`config.mk`:
```
export PLATFORM = sky130hd
export DESIGN_NAME = pkt_buf_reader
export DESIGN_NICKNAME = d
export VERILOG_FILES = /design/src/rtl/pkt_buf_reader.sv
export SDC_FILE = /design/constraint.sdc
export NUM_CORES = 1
export LEC_CHECK = 0
export ABC_AREA = 0
export ABC_CLOCK_PERIOD_IN_PS = 42400
export CAP_MARGIN = 20
export CORE_MARGIN = 2
export CORE_UTILIZATION = 35
export CTS_BUF_LIST = sky130_fd_sc_hd__clkbuf_8
export DETAILED_ROUTE_END_ITERATION = 12
export REMOVE_ABC_BUFFERS = 1
export SYNTH_ARGS = -nofsm -noshare
export SYNTH_HDL_FRONTEND = slang
export SYNTH_SLANG_ARGS = --single-unit
```
`constraint.sdc`:
```
create_clock -name clk -period 42.4 [get_ports clk]
set_input_delay 12.72 -clock clk [delete_from_list [all_inputs] [get_ports clk]]
set_output_delay 12.72 -clock clk [all_outputs]
set_load 0.02 [all_outputs]
```
`src/rtl/pkt_buf_reader.sv`:
```
// pkt_buf_reader
//   Turns (address, length) read requests into reads on a synchronous
//   buffer port with one cycle of read latency. The returned words go
//   through a 4-entry FIFO and out as a valid/ready word stream. The
//   final word of each request is tagged with out_last.
//
//   state | meaning
//   ------+-----------------------------------------------------------
//   IDLE  | req_ready high; waiting for a request
//   READ  | issuing buffer reads for the accepted request, credit-limited
//
// Ports
//   clk, rst                  clock, asynchronous active-high reset
//   req_valid/ready/addr/len  request handshake: start word address and word count
//   mem_en/we/addr/rdata      buffer read port (rdata valid 1 cycle after mem_en)
//   out_valid/ready/data/last output word stream
//   busy                      a request is issuing, a read is in flight, or data is buffered

module pkt_buf_reader #(
    parameter int AW = 11,
    parameter int DW = 128
) (
    input  logic          clk,
    input  logic          rst,
    input  logic          req_valid,
    output logic          req_ready,
    input  logic [AW-1:0] req_addr,
    input  logic [7:0]    req_len,
    output logic          mem_en,
    output logic          mem_we,
    output logic [AW-1:0] mem_addr,
    input  logic [DW-1:0] mem_rdata,
    output logic          out_valid,
    input  logic          out_ready,
    output logic [DW-1:0] out_data,
    output logic          out_last,
    output logic          busy
);

    typedef enum logic {IDLE, READ} state_t;

    state_t        state;
    logic [AW-1:0] rd_addr;
    logic [7:0]    rd_rem;

    logic [DW-1:0] fifo_data [4];
    logic [3:0]    fifo_last;
    logic [1:0]    wr_ptr;
    logic [1:0]    rd_ptr;
    logic [2:0]    count;
    logic          inflight;
    logic          inflight_last;

    logic accept;
    logic issue;
    logic push;
    logic pop;

    assign accept = req_valid && req_ready;
    // A read may go out only when its word is sure to find room in the FIFO.
    // The in-flight word already holds a slot, so it counts against the credit.
    assign issue  = (state == READ) && ((count + {2'b00, inflight}) < 3'd4);
    assign push   = inflight;
    assign pop    = out_valid && out_ready;

    assign req_ready = (state == IDLE) && !rst;
    assign mem_en    = issue;
    assign mem_we    = 1'b0;
    assign mem_addr  = rd_addr;
    assign out_valid = (count != 3'd0);
    assign out_data  = fifo_data[rd_ptr];
    assign out_last  = fifo_last[rd_ptr];
    assign busy      = (state == READ) || inflight || (count != 3'd0);

    always_ff @(posedge clk or posedge rst) begin
        if (rst) begin
            state   <= IDLE;
            rd_addr <= '0;
            rd_rem  <= '0;
        end else begin
            case (state)
                IDLE: begin
                    if (accept && (req_len != 8'd0)) begin
                        rd_addr <= req_addr;
                        rd_rem  <= req_len;
                        state   <= READ;
                    end
                end
                READ: begin
                    if (issue) begin
                        rd_addr <= rd_addr + AW'(1);
                        rd_rem  <= rd_rem - 8'd1;
                        if (rd_rem == 8'd1) begin
                            state <= IDLE;
                        end
                    end
                end
                default: state <= IDLE;
            endcase
        end
    end

    always_ff @(posedge clk or posedge rst) begin
        if (rst) begin
            inflight      <= 1'b0;
            inflight_last <= 1'b0;
            wr_ptr        <= '0;
            rd_ptr        <= '0;
            count         <= '0;
            fifo_last     <= '0;
            for (int i = 0; i < 4; i++) begin
                fifo_data[i] <= '0;
            end
        end else begin
            inflight      <= issue;
            inflight_last <= issue && (rd_rem == 8'd1);
            if (push) begin
                fifo_data[wr_ptr] <= mem_rdata;
                fifo_last[wr_ptr] <= inflight_last;
                wr_ptr            <= wr_ptr + 2'd1;
            end
            if (pop) begin
                rd_ptr <= rd_ptr + 2'd1;
            end
            case ({push, pop})
                2'b10:   count <= count + 3'd1;
                2'b01:   count <= count - 3'd1;
                default: count <= count;
            endcase
        end
    end

endmodule

```
Word level (Yosys, flattened, before mapping). Cells that the tools add are included.

Divide/modulo/power cells: 0. Reduce and logical (&&, ||, !) cells: 15. Equality and inequality tests: 5. Add/sub/neg operators: 7. Shift-type cells: 0. $lt $le $gt $ge: 7. Bitwise gates (word level): 3. Mux-type cells: 22. Multiply operators: 0.

Operators by type and width (number): bitwise mux 512 bit (1); two-way mux 128 bit (3); binary-select mux 128 bit (select 2 bit) (1); demux 128 bit (select 2 bit) (1); two-way mux 11 bit (2); one-hot mux 11 bit (2 select lines) (1); two-way mux 8 bit (2); one-hot mux 8 bit (2 select lines) (1); adder 11 x 1 -> 11 bit, second input constant (1); == test 8 x 1 -> 1 bit, second input constant (1); logical AND 1 bit (8); nonzero test 8 bit (1); subtractor 8 x 1 -> 8 bit, second input constant (1); greater-or-equal comparator 3 bit, second input constant (2); less-than comparator 2 x 3 -> 1 bit, second input constant (2); NOT 2 -> 3 bit (2); one-hot mux 3 bit (2 select lines) (1); two-way mux 1 bit (5); adder 2 x 1 -> 2 bit, second input constant (2); bitwise mux 4 bit (1); != test 2 x 1 -> 1 bit, second input constant (2); adder 3 x 1 -> 3 bit (1); adder 3 x 1 -> 3 bit, second input constant (1); less-than comparator 3 x 1 -> 1 bit, second input constant (1); other kinds (14) (15).

ROM bits: 0. Bits in latches: 0. Bits of input ports: 151. Output and inout port bits: 145. Bits in writable memories: 0. Memories: 0. Bits in registers: 545.

Depth between registers and ports, before layout. Gate-level depths: netlist (run 1).

Depth in word-level cells: 6. Mapped depth: 8. Gate-level depth less buffers: 8.

Worst setup path after synthesis (run 1). OpenSTA, ideal clock, no wires.

Path type: input to output. Start: input rst. End: output req_ready. Setup slack: 16.545 ns. Arrival: 13.135 ns. Stages: 1. Path buffers: 0. Path through: nor2_1.

Cells in the longest elaborated chain, start to end: 2.

RTL lines: from (decl) (line 24) `input logic rst,`; logical NOT 1 bit (no line); logical AND 1 bit (line 66) `assign req_ready = (state == IDLE) && !rst;`; to (decl) (line 26) `output logic req_ready,`.

No other way between the ends.

Final worst setup path (run 1). Ends and elaborated chain as after synthesis.

==> results.yml, run 1 <==
placement:
  io_buffers: 294
  gp_congestion: 0.763
  dpl.cell_count: 2517
  dpl.hpwl_mm: 33.2
setup_path:
  crit_path_max_incr_delay_ns: 0.67
  cp_cell_sequence: "clkdlybuf4s50_1 > nor2_1 > clkdlybuf4s50_1"
  crit_type: "in -> out"
  critPathBufInv: 2
  crit_family: "buffers and inverters"
  worst-path-max-fanout: 3
  cpMostUsedCell: "clkdlybuf4s50_1"
  reg2reg_slack_ns: 39.37
  start_kind: "primary input"
  slowest_stage: "clkdlybuf4s50_1"
  critPathArrivalTime_ns: 14.20
  endpoint_kind: "output pin"
  cp.required_ns: 29.68
global_route:
  busiest_layer: "met2"
  grt_usage: 0.160
  grt_overflow: 0
  grt_use_met1: 0.204
  grt_max_degree: 157
  grt_pass1_vias: 15453
  use_met2: 0.267
  grtUsageMet3: 0.0438
  grt_pass1_wl_mm: 88.8
  grt_antenna_before_repair: 2
route:
  drt-total-wl_mm: 55.1
  drc: 0
  ant_nets: 0
  firstDrtPassIters: 4
  vias_per_cell: 5.10
  routedWlPerCell_microns: 20.5
  via_count: 13743
  first_iter_violations: 543
clocking:
  cts_root_buf: "clkbuf_8"
  cts-resized-gates: 0
  cts_setup_buffers: 0
  cts.reportedPaths.clkPinSlew_ns: 0.06
  cts_tree: "built"
  clkLatencyLatePin_ns: 0.68
  cts.path.max_buffers: 3
  cts.sinks: 545
  cts_made_buffers: 96
  htreeDepth: 3
  hold_buffers: 0
yosys:
  netlist_area_sq_mm: 0.0238
  yosysUniqueCellTypes: 52
  avgSynthCellArea_sq_um: 16.7
  synthArstFlopShare: 1.00
  synth_edf_count: 0
  yosysWarnings: 0
  synth_seq_cells: 545
  synth_ff_type: "dfrtp_1"
  syn_inst: 1429
  yosysSeqAreaShare: 0.573
cells_and_area:
  layout_common_cells: "dfrtp_1 (543), mux2_2 (516), clkdlybuf4s50_1 (294), mux4_2 (129), clkbuf_8 (127)"
  layout.cells.non_filler: 2694
  final_nets: 1903
  area_delta_synth_final_pct: 24.3
  drive_gt1_frac: 0.455
  multiInputGateArea_sq_mm: 0.00970
  final_common_cell: "dfrtp_1"
  seq_area_sq_mm: 0.0136
  postLayoutCoreUtil: 0.440
  fill_cells: 5997
sta:
  skew_ns: 0.0272
  grt_setup_unrepaired: "false"
  setup_viol: 0
  max_freq_mhz: 37.2
  finalHoldViolCount: 0
  relSlewSlack: 0.302
  maxSlewViolCount: 0
  setup_tns_ns: 0
  fin_crit_ns: 26.92
  min_period_over_period: 0.635
  tightest_slew_ns: 1.05
floorplanning:
  initial_core_util: 0.354
  rows: 95
  top_level_ports: 296
  die_height_microns: 265
  die_area_sq_mm: 0.0702
  die_width_microns: 265
  core_sq_mm: 0.0673
pwr:
  swShare: 0.342
  ir_drop_v: 0.0000471
  p_sw_w: 0.000925
  p_per_area_mw_per_mm2: 91.2
  p_int_w: 0.00178
  seqPwrFrac: 0.349
  combPwrFrac: 0.470
  p_clk_frac: 0.180
  p_leak_nw: 12.3
min_path:
  hold_path_class: "reg -> reg"
run_status:
  run_status: "completed"
run:
  drv_cap: 0
## power groups by stage
stage	sequential, W	combinational [W]	clock (W)
after CTS	0.000946	0.00130	0.000508
final	0.000944	0.00127	0.000487
after detailed placement	0.000953	0.00129	0
after floorplan	0.000936	0.000877	0
after global placement	0.000933	0.00127	0
after global routing	0.000982	0.00135	0.000533
## registers in the layout, indices dropped and copies added (netlist names)
signal / count
rd_rem: 8
fifo_data: 512
mem_addr: 11
rd_ptr: 2
inflight: 1
state: 1
fifo_last: 4
wr_ptr: 2
inflight_last: 1
count: 3
## synth_stat cells (all sizes together), types with 5 or more instances
cell	n	area, sq um
ha	8	100
nand2	10	37.5
nor3	16	80.1
o32a	5	50.1
nor2	6	22.5
o211a	6	60.1
inv	15	56.3
dfrtp	545	13600
nand3	5	25.0
buf	70	352
mux4	129	2910
a21oi	5	25.0
clkbuf	27	101
mux2	516	5810
o2111ai	6	52.6
o21ai	10	50.0
## layout make-up
cell class              count  share of cell area
clock buffers             127              0.0590
well taps                 873              0.0369
clock inverters            48             0.00773
repair buffers            313               0.105
inverters                  16             0.00228
flip-flops and latches    545               0.461
diodes                      1           0.0000845
multi-input cells         771               0.328
## cell families (layout without fill, tap and decap cells)
| group | Yosys count | count (layout) | share of synthesized area |
|---|---|---|---|
| muxes | 648 | 648 | 0.367 |
| DFF | 545 | 545 | 0.573 |
| buffers and inverters | 113 | 504 | 0.0215 |
| AOI/OAI and AO/OA | 54 | 54 | 0.0193 |
| and+or+nand+nor | 53 | 53 | 0.0121 |
| adders and majority gates | 9 | 9 | 0.00504 |
| xor gates and xnor gates | 6 | 6 | 0.00221 |
| other | 1 | 2 | 0.000157 |
## layer usage
metal,vias up,wire length (microns)
met2,305,27100
met3,84,3290
li1,6033,-
met4,4,1100
met5,-,29
met1,7317,23600
## final timing paths
| kind | endpoint | from | cells after the start |
|---|---|---|---|
| max in group asynchronous | fifo_data[417] | rst | 4 |
| worst min-delay path | fifo_data[281] | fifo_data[281] | 1 |
| worst max-delay path | req_ready | rst | 3 |
| worst min register to register | fifo_data[281] | fifo_data[281] | 1 |
| worst max register to register | mem_addr[2] | state | 5 |
| min in group asynchronous | mem_addr[9] | rst | 2 |
## stage by stage
stage                     hold slack, ns  setup slack, ns  total power, W  area [sq um]
after floorplan                    0.474            14.44         0.00181         23400
after global placement             0.481            15.47         0.00220         27600
after detailed placement           0.487            15.48         0.00224         27600
after CTS                          0.499            15.47         0.00275         29600
after global routing               0.510            15.42         0.00287         29600
final                              0.497            15.48         0.00270         29600
No activity file was read; power rests on OpenSTA's default activity.
==> inputs of run 2 (changes only) <==
ABC_CLOCK_PERIOD_IN_PS = 24400   (was 42400)
clock period = 24.4 ns   (was 42.4 ns; I/O delays follow)
==> run 2 against run 1 <==
Worst setup slack worse by 7.2 ns. Global-route usage down 0.15 points. Register-to-register slack worse by 18 ns. Via count is 0.62% lower. Clock power grew 68%. Critical endpoint unchanged. Largest cell class unchanged.
==> results.yml, run 2 (synthesized netlist as in run 1, its figures left out) <==
run_status:
  run_status: "completed"
cells_and_area:
  layout_common_cells: "dfrtp_1 (543), mux2_2 (516), clkdlybuf4s50_1 (294), mux4_2 (129), clkbuf_8 (116)"
  final_common_cell: "dfrtp_1"
  largest_register_ffs: 512
  fill_cells: 5994
  seq_area_sq_mm: 0.0136
  layout.cells.non_filler: 2686
  drive_gt1_frac: 0.452
  largest-register: "fifo_data"
  area_delta_synth_final_pct: 24.0
  final_nets: 1906
  multiInputGateArea_sq_mm: 0.00970
run:
  drv_cap: 0
route:
  vias_per_cell: 5.08
  drt-total-wl_mm: 55.0
  drc: 0
  routedWlPerCell_microns: 20.5
  first_iter_violations: 513
  ant_nets: 0
  firstDrtPassIters: 4
  via_count: 13658
setup_path:
  critPathArrivalTime_ns: 8.79
  reg2reg_slack_ns: 21.45
  crit_family: "buffers and inverters"
  endpoint_kind: "output pin"
  cp_cell_sequence: "clkdlybuf4s50_1 > nor2_1 > clkdlybuf4s50_1"
  cp.required_ns: 17.08
  crit_type: "in -> out"
  slowest_stage: "clkdlybuf4s50_1"
  crit_path_max_incr_delay_ns: 0.67
  start_kind: "primary input"
  worst-path-max-fanout: 3
  critPathBufInv: 2
  cpMostUsedCell: "clkdlybuf4s50_1"
pwr:
  combPwrFrac: 0.476
  p_per_area_mw_per_mm2: 158
  p_sw_w: 0.00160
  p_clk_frac: 0.176
  seqPwrFrac: 0.349
  p_int_w: 0.00307
  ir_drop_v: 0.0000863
  p_leak_nw: 12.2
  swShare: 0.342
global_route:
  grt_max_degree: 107
  grt_antenna_before_repair: 1
  grt_usage: 0.158
  grt_pass1_vias: 15279
  grt_overflow: 0
  grt_pass1_wl_mm: 87.1
sta:
  setup_tns_ns: 0
  fin_crit_ns: 16.11
  grt_setup_unrepaired: "false"
  tightest_slew_ns: 1.03
  maxSlewViolCount: 0
  hold_slack_ns: 0.497
  skew_ns: 0.0299
  max_freq_mhz: 62.1
  min_period_over_period: 0.660
  finalHoldViolCount: 0
  setup_viol: 0
  relSlewSlack: 0.317
clocking:
  cts.path.max_buffers: 3
  cts-resized-gates: 0
  hold_buffers: 0
  cts_root_buf: "clkbuf_8"
  cts.reportedPaths.clkPinSlew_ns: 0.06
  cts_tree: "built"
  htreeDepth: 3
  cts.sinks: 545
  clkLatencyLatePin_ns: 0.66
  cts_made_buffers: 96
  cts_setup_buffers: 0
floorplanning:
  initial_core_util: 0.354
  die_height_microns: 265
  rows: 95
  die_area_sq_mm: 0.0702
  top_level_ports: 296
  die_width_microns: 265
  core_sq_mm: 0.0673
placement:
  dpl.hpwl_mm: 32.7
  gp_congestion: 0.770
  dpl.cell_count: 2519
  io_buffers: 294
min_path:
  hold_path_class: "reg -> reg"
==> run 2: changes by cell type in the layout (fill, tap and decap cells not counted), moves of 2 or more <==
cell,before,now
clkbuf_8,127,116
buf_4,17,20
bufinv_16,0,2
clkinv_2,13,11
==> run 2: final timing paths <==
| check | from | depth (start not counted) | endpoint |
|---|---|---|---|
| setup / recovery | rst | 3 | req_ready |
| hold / removal | fifo_data[275] | 1 | fifo_data[275] |
| setup reg to reg | state | 5 | mem_addr[2] |
| hold reg to reg | fifo_data[275] | 1 | fifo_data[275] |
| max in group asynchronous | rst | 4 | fifo_data[243] |
| min in group asynchronous | rst | 2 | mem_addr[8] |
==> run 2: worst reg2reg max path, delay by kind of cell, from the launching register on <==
family          cells  cell delay (ns)
simple gates        1             0.46
buf+inv             2             1.04
compound gates      2             0.44
flops               1             0.85
==> run 2: power by group through the flow <==
stage	combinational (W)	sequential, W	clock [W]
floorplan	0.00152	0.00163	0
global placement	0.00222	0.00161	0
detailed placement	0.00225	0.00164	0
CTS	0.00226	0.00163	0.000856
global route	0.00236	0.00169	0.000896
finish	0.00222	0.00163	0.000820
==> run 2: metal layers <==
| layer | global-route usage | part of all wire |
|---|---|---|
| met5 | 0 | 0 |
| met4 | 0.0467 | 0.021 |
| met3 | 0.0442 | 0.057 |
| met2 | 0.260 | 0.49 |
| met1 | 0.205 | 0.44 |
==> run 2: metrics by stage <==
stage / total power [W] / instance area (sq um) / util / worst slack (ns)
floorplan: 0.00315 / 23400 / - / 1.84
global placement: 0.00383 / 27600 / 0.410 / 8.24
detailed placement: 0.00389 / 27600 / 0.410 / 8.29
CTS: 0.00474 / 29500 / 0.438 / 8.27
global route: 0.00495 / 29500 / 0.439 / 8.20
finish: 0.00467 / 29500 / 0.439 / 8.29
==> run 2: cell type report <==
type	count	area share
flip-flops and latches	545	0.462
multi-input cells	771	0.328
repair buffers	316	0.107
clock buffers	116	0.0541
well taps	873	0.0370
clock inverters	47	0.00932
inverters	16	0.00229
diodes	2	0.000169
==> inputs of run 3 (changes only) <==
ABC_CLOCK_PERIOD_IN_PS = 16400   (was 24400)
clock period = 16.4 ns   (was 24.4 ns; I/O delays follow)
==> run 3 against run 2 <==
Total power up 50%. Utilization up 0.10 points. Clock power up 55%. Combinational power up 49%. Sequential share of layout area down 0.11 points. First-iteration DRC count down 3.7%. Worst setup slack worse by 3.2 ns. Final cell count up 0.11%. Sequential power up 48%. Non-clock buffer count down 3. Critical endpoint unchanged. Largest power group unchanged.
==> results.yml, run 3 (synthesized netlist as in run 1, its figures left out) <==
run_status:
  run_status: "completed"
placement:
  dpl.hpwl_mm: 33.1
  gp_congestion: 0.767
  io_buffers: 294
sta:
  tightest_slew_ns: 1.07
  skew_ns: 0.0201
  hold_slack_ns: 0.495
  maxSlewViolCount: 0
  grt_setup_unrepaired: "false"
  min_period_over_period: 0.690
  fin_crit_ns: 11.32
  max_freq_mhz: 88.3
  relSlewSlack: 0.290
  finalHoldViolCount: 0
  setup_viol: 0
setup_path:
  r2r-start: "state"
  crit_path_max_incr_delay_ns: 0.68
  crit_type: "in -> out"
  cp_cell_sequence: "clkdlybuf4s50_1 > nor2_1 > clkdlybuf4s50_1"
  critPathArrivalTime_ns: 6.40
  reg2reg_slack_ns: 13.41
  crit_family: "buffers and inverters"
  cpMostUsedCell: "clkdlybuf4s50_1"
  worst-path-max-fanout: 3
  cp.required_ns: 11.48
  reg2regPathDepth: 5
  crit-reg2reg-capture: "mem_addr[7]"
  critPathBufInv: 2
  slowest_stage: "clkdlybuf4s50_1"
  start_kind: "primary input"
  endpoint_kind: "output pin"
cells_and_area:
  multiInputGateArea_sq_mm: 0.00970
  fill_cells: 6024
  largest_register_ffs: 512
  num_antenna_cells: 0
  area_delta_synth_final_pct: 24.3
  final_nets: 1904
  final_common_cell: "dfrtp_1"
  drive_gt1_frac: 0.452
  seq_area_sq_mm: 0.0136
  layout_common_cells: "dfrtp_1 (543), mux2_2 (516), clkdlybuf4s50_1 (294), mux4_2 (129), clkbuf_8 (127)"
  largest-register: "fifo_data"
floorplanning:
  die_area_sq_mm: 0.0702
  top_level_ports: 296
  die_height_microns: 265
  rows: 95
  core_sq_mm: 0.0673
  die_width_microns: 265
  initial_core_util: 0.354
pwr:
  ir_drop_v: 0.000118
  p_clk_frac: 0.182
  power_w: 0.00700
  p_sw_w: 0.00238
  combPwrFrac: 0.472
  swShare: 0.340
  p_leak_nw: 12.3
  p_per_area_mw_per_mm2: 236
  seqPwrFrac: 0.346
  p_int_w: 0.00462
global_route:
  grt_usage: 0.160
  grt_pass1_vias: 15431
  grt_overflow: 0
  grt_max_degree: 171
  grt_antenna_before_repair: 1
  grt_pass1_wl_mm: 88.1
min_path:
  hp-start: "fifo_data[186]"
  hold_path_class: "reg -> reg"
  hold_path_depth: 1
  hold_end: "fifo_data[186]"
clocking:
  cts_root_buf: "clkbuf_8"
  htreeDepth: 3
  cts_tree: "built"
  cts_setup_buffers: 0
  cts.sinks: 545
  cts.path.max_buffers: 3
  hold_buffers: 0
  cts-resized-gates: 0
  cts.reportedPaths.clkPinSlew_ns: 0.05
  clkLatencyLatePin_ns: 0.66
  cts_made_buffers: 97
route:
  ant_nets: 0
  drc: 0
  vias_per_cell: 5.15
  routedWlPerCell_microns: 20.5
  via_count: 13859
  first_iter_violations: 494
  drt-total-wl_mm: 55.2
  firstDrtPassIters: 4
run:
  drv_cap: 0
-- run 3: cell count changes in the layout (fill, tap and decap cells not counted) --
cell	change
clkbuf_8	+11
clkinv_2	-6
inv_1	+3
buf_16	-2
buf_4	-2
diode_2	-2
buf_12	+1
clkinv_8	-1
inv_6	+1
-- run 3: how the worst max path moves through the flow --
stage               startpoint   endpoint  slack, ns  cells past startpoint
global route               rst  req_ready       4.99                      3
detailed placement         rst  req_ready       5.09                      3
floorplan                  rst   count[0]      -3.76                      1
global placement           rst  req_ready       5.07                      3
finish                     rst  req_ready       5.08                      3
CTS                        rst  req_ready       5.07                      3
-- run 3: routing by layer --
metal | global-route usage | vias up | share of wire
li1 | - | 6037 | -
met5 | 0 | - | 0.00024
met3 | 0.0428 | 81 | 0.061
met2 | 0.265 | 313 | 0.49
met4 | 0.0510 | 2 | 0.020
met1 | 0.203 | 7426 | 0.42
-- run 3: power groups by stage --
| stage | sequential [W] | clock (W) | combinational, W |
|---|---|---|---|
| finish | 0.00242 | 0.00127 | 0.00330 |
| global placement | 0.00240 | 0 | 0.00330 |
| CTS | 0.00242 | 0.00133 | 0.00337 |
| floorplan | 0.00242 | 0 | 0.00227 |
| global route | 0.00251 | 0.00139 | 0.00352 |
| detailed placement | 0.00245 | 0 | 0.00335 |
-- run 3: area by class of cell --
class / count / area share
Clock buffer: 127 / 0.0590
Inverter: 16 / 0.00228
Tap cell: 873 / 0.0369
Timing Repair Buffer: 313 / 0.105
Multi-Input combinational cell: 771 / 0.328
Clock inverter: 44 / 0.00841
Sequential cell: 545 / 0.461
-- run 3: metrics by stage --
step | util | instance area (sq um) | setup slack [ns] | setup TNS (ns) | instances
floorplan | - | 23400 | -3.76 | -2046.74 | 1332
global placement | 0.410 | 27600 | 5.07 | 0 | 2518
detailed placement | 0.410 | 27600 | 5.09 | 0 | 2518
CTS | 0.440 | 29600 | 5.07 | 0 | 2689
global route | 0.440 | 29600 | 4.99 | 0 | 2689
finish | 0.440 | 29600 | 5.08 | 0 | 2689
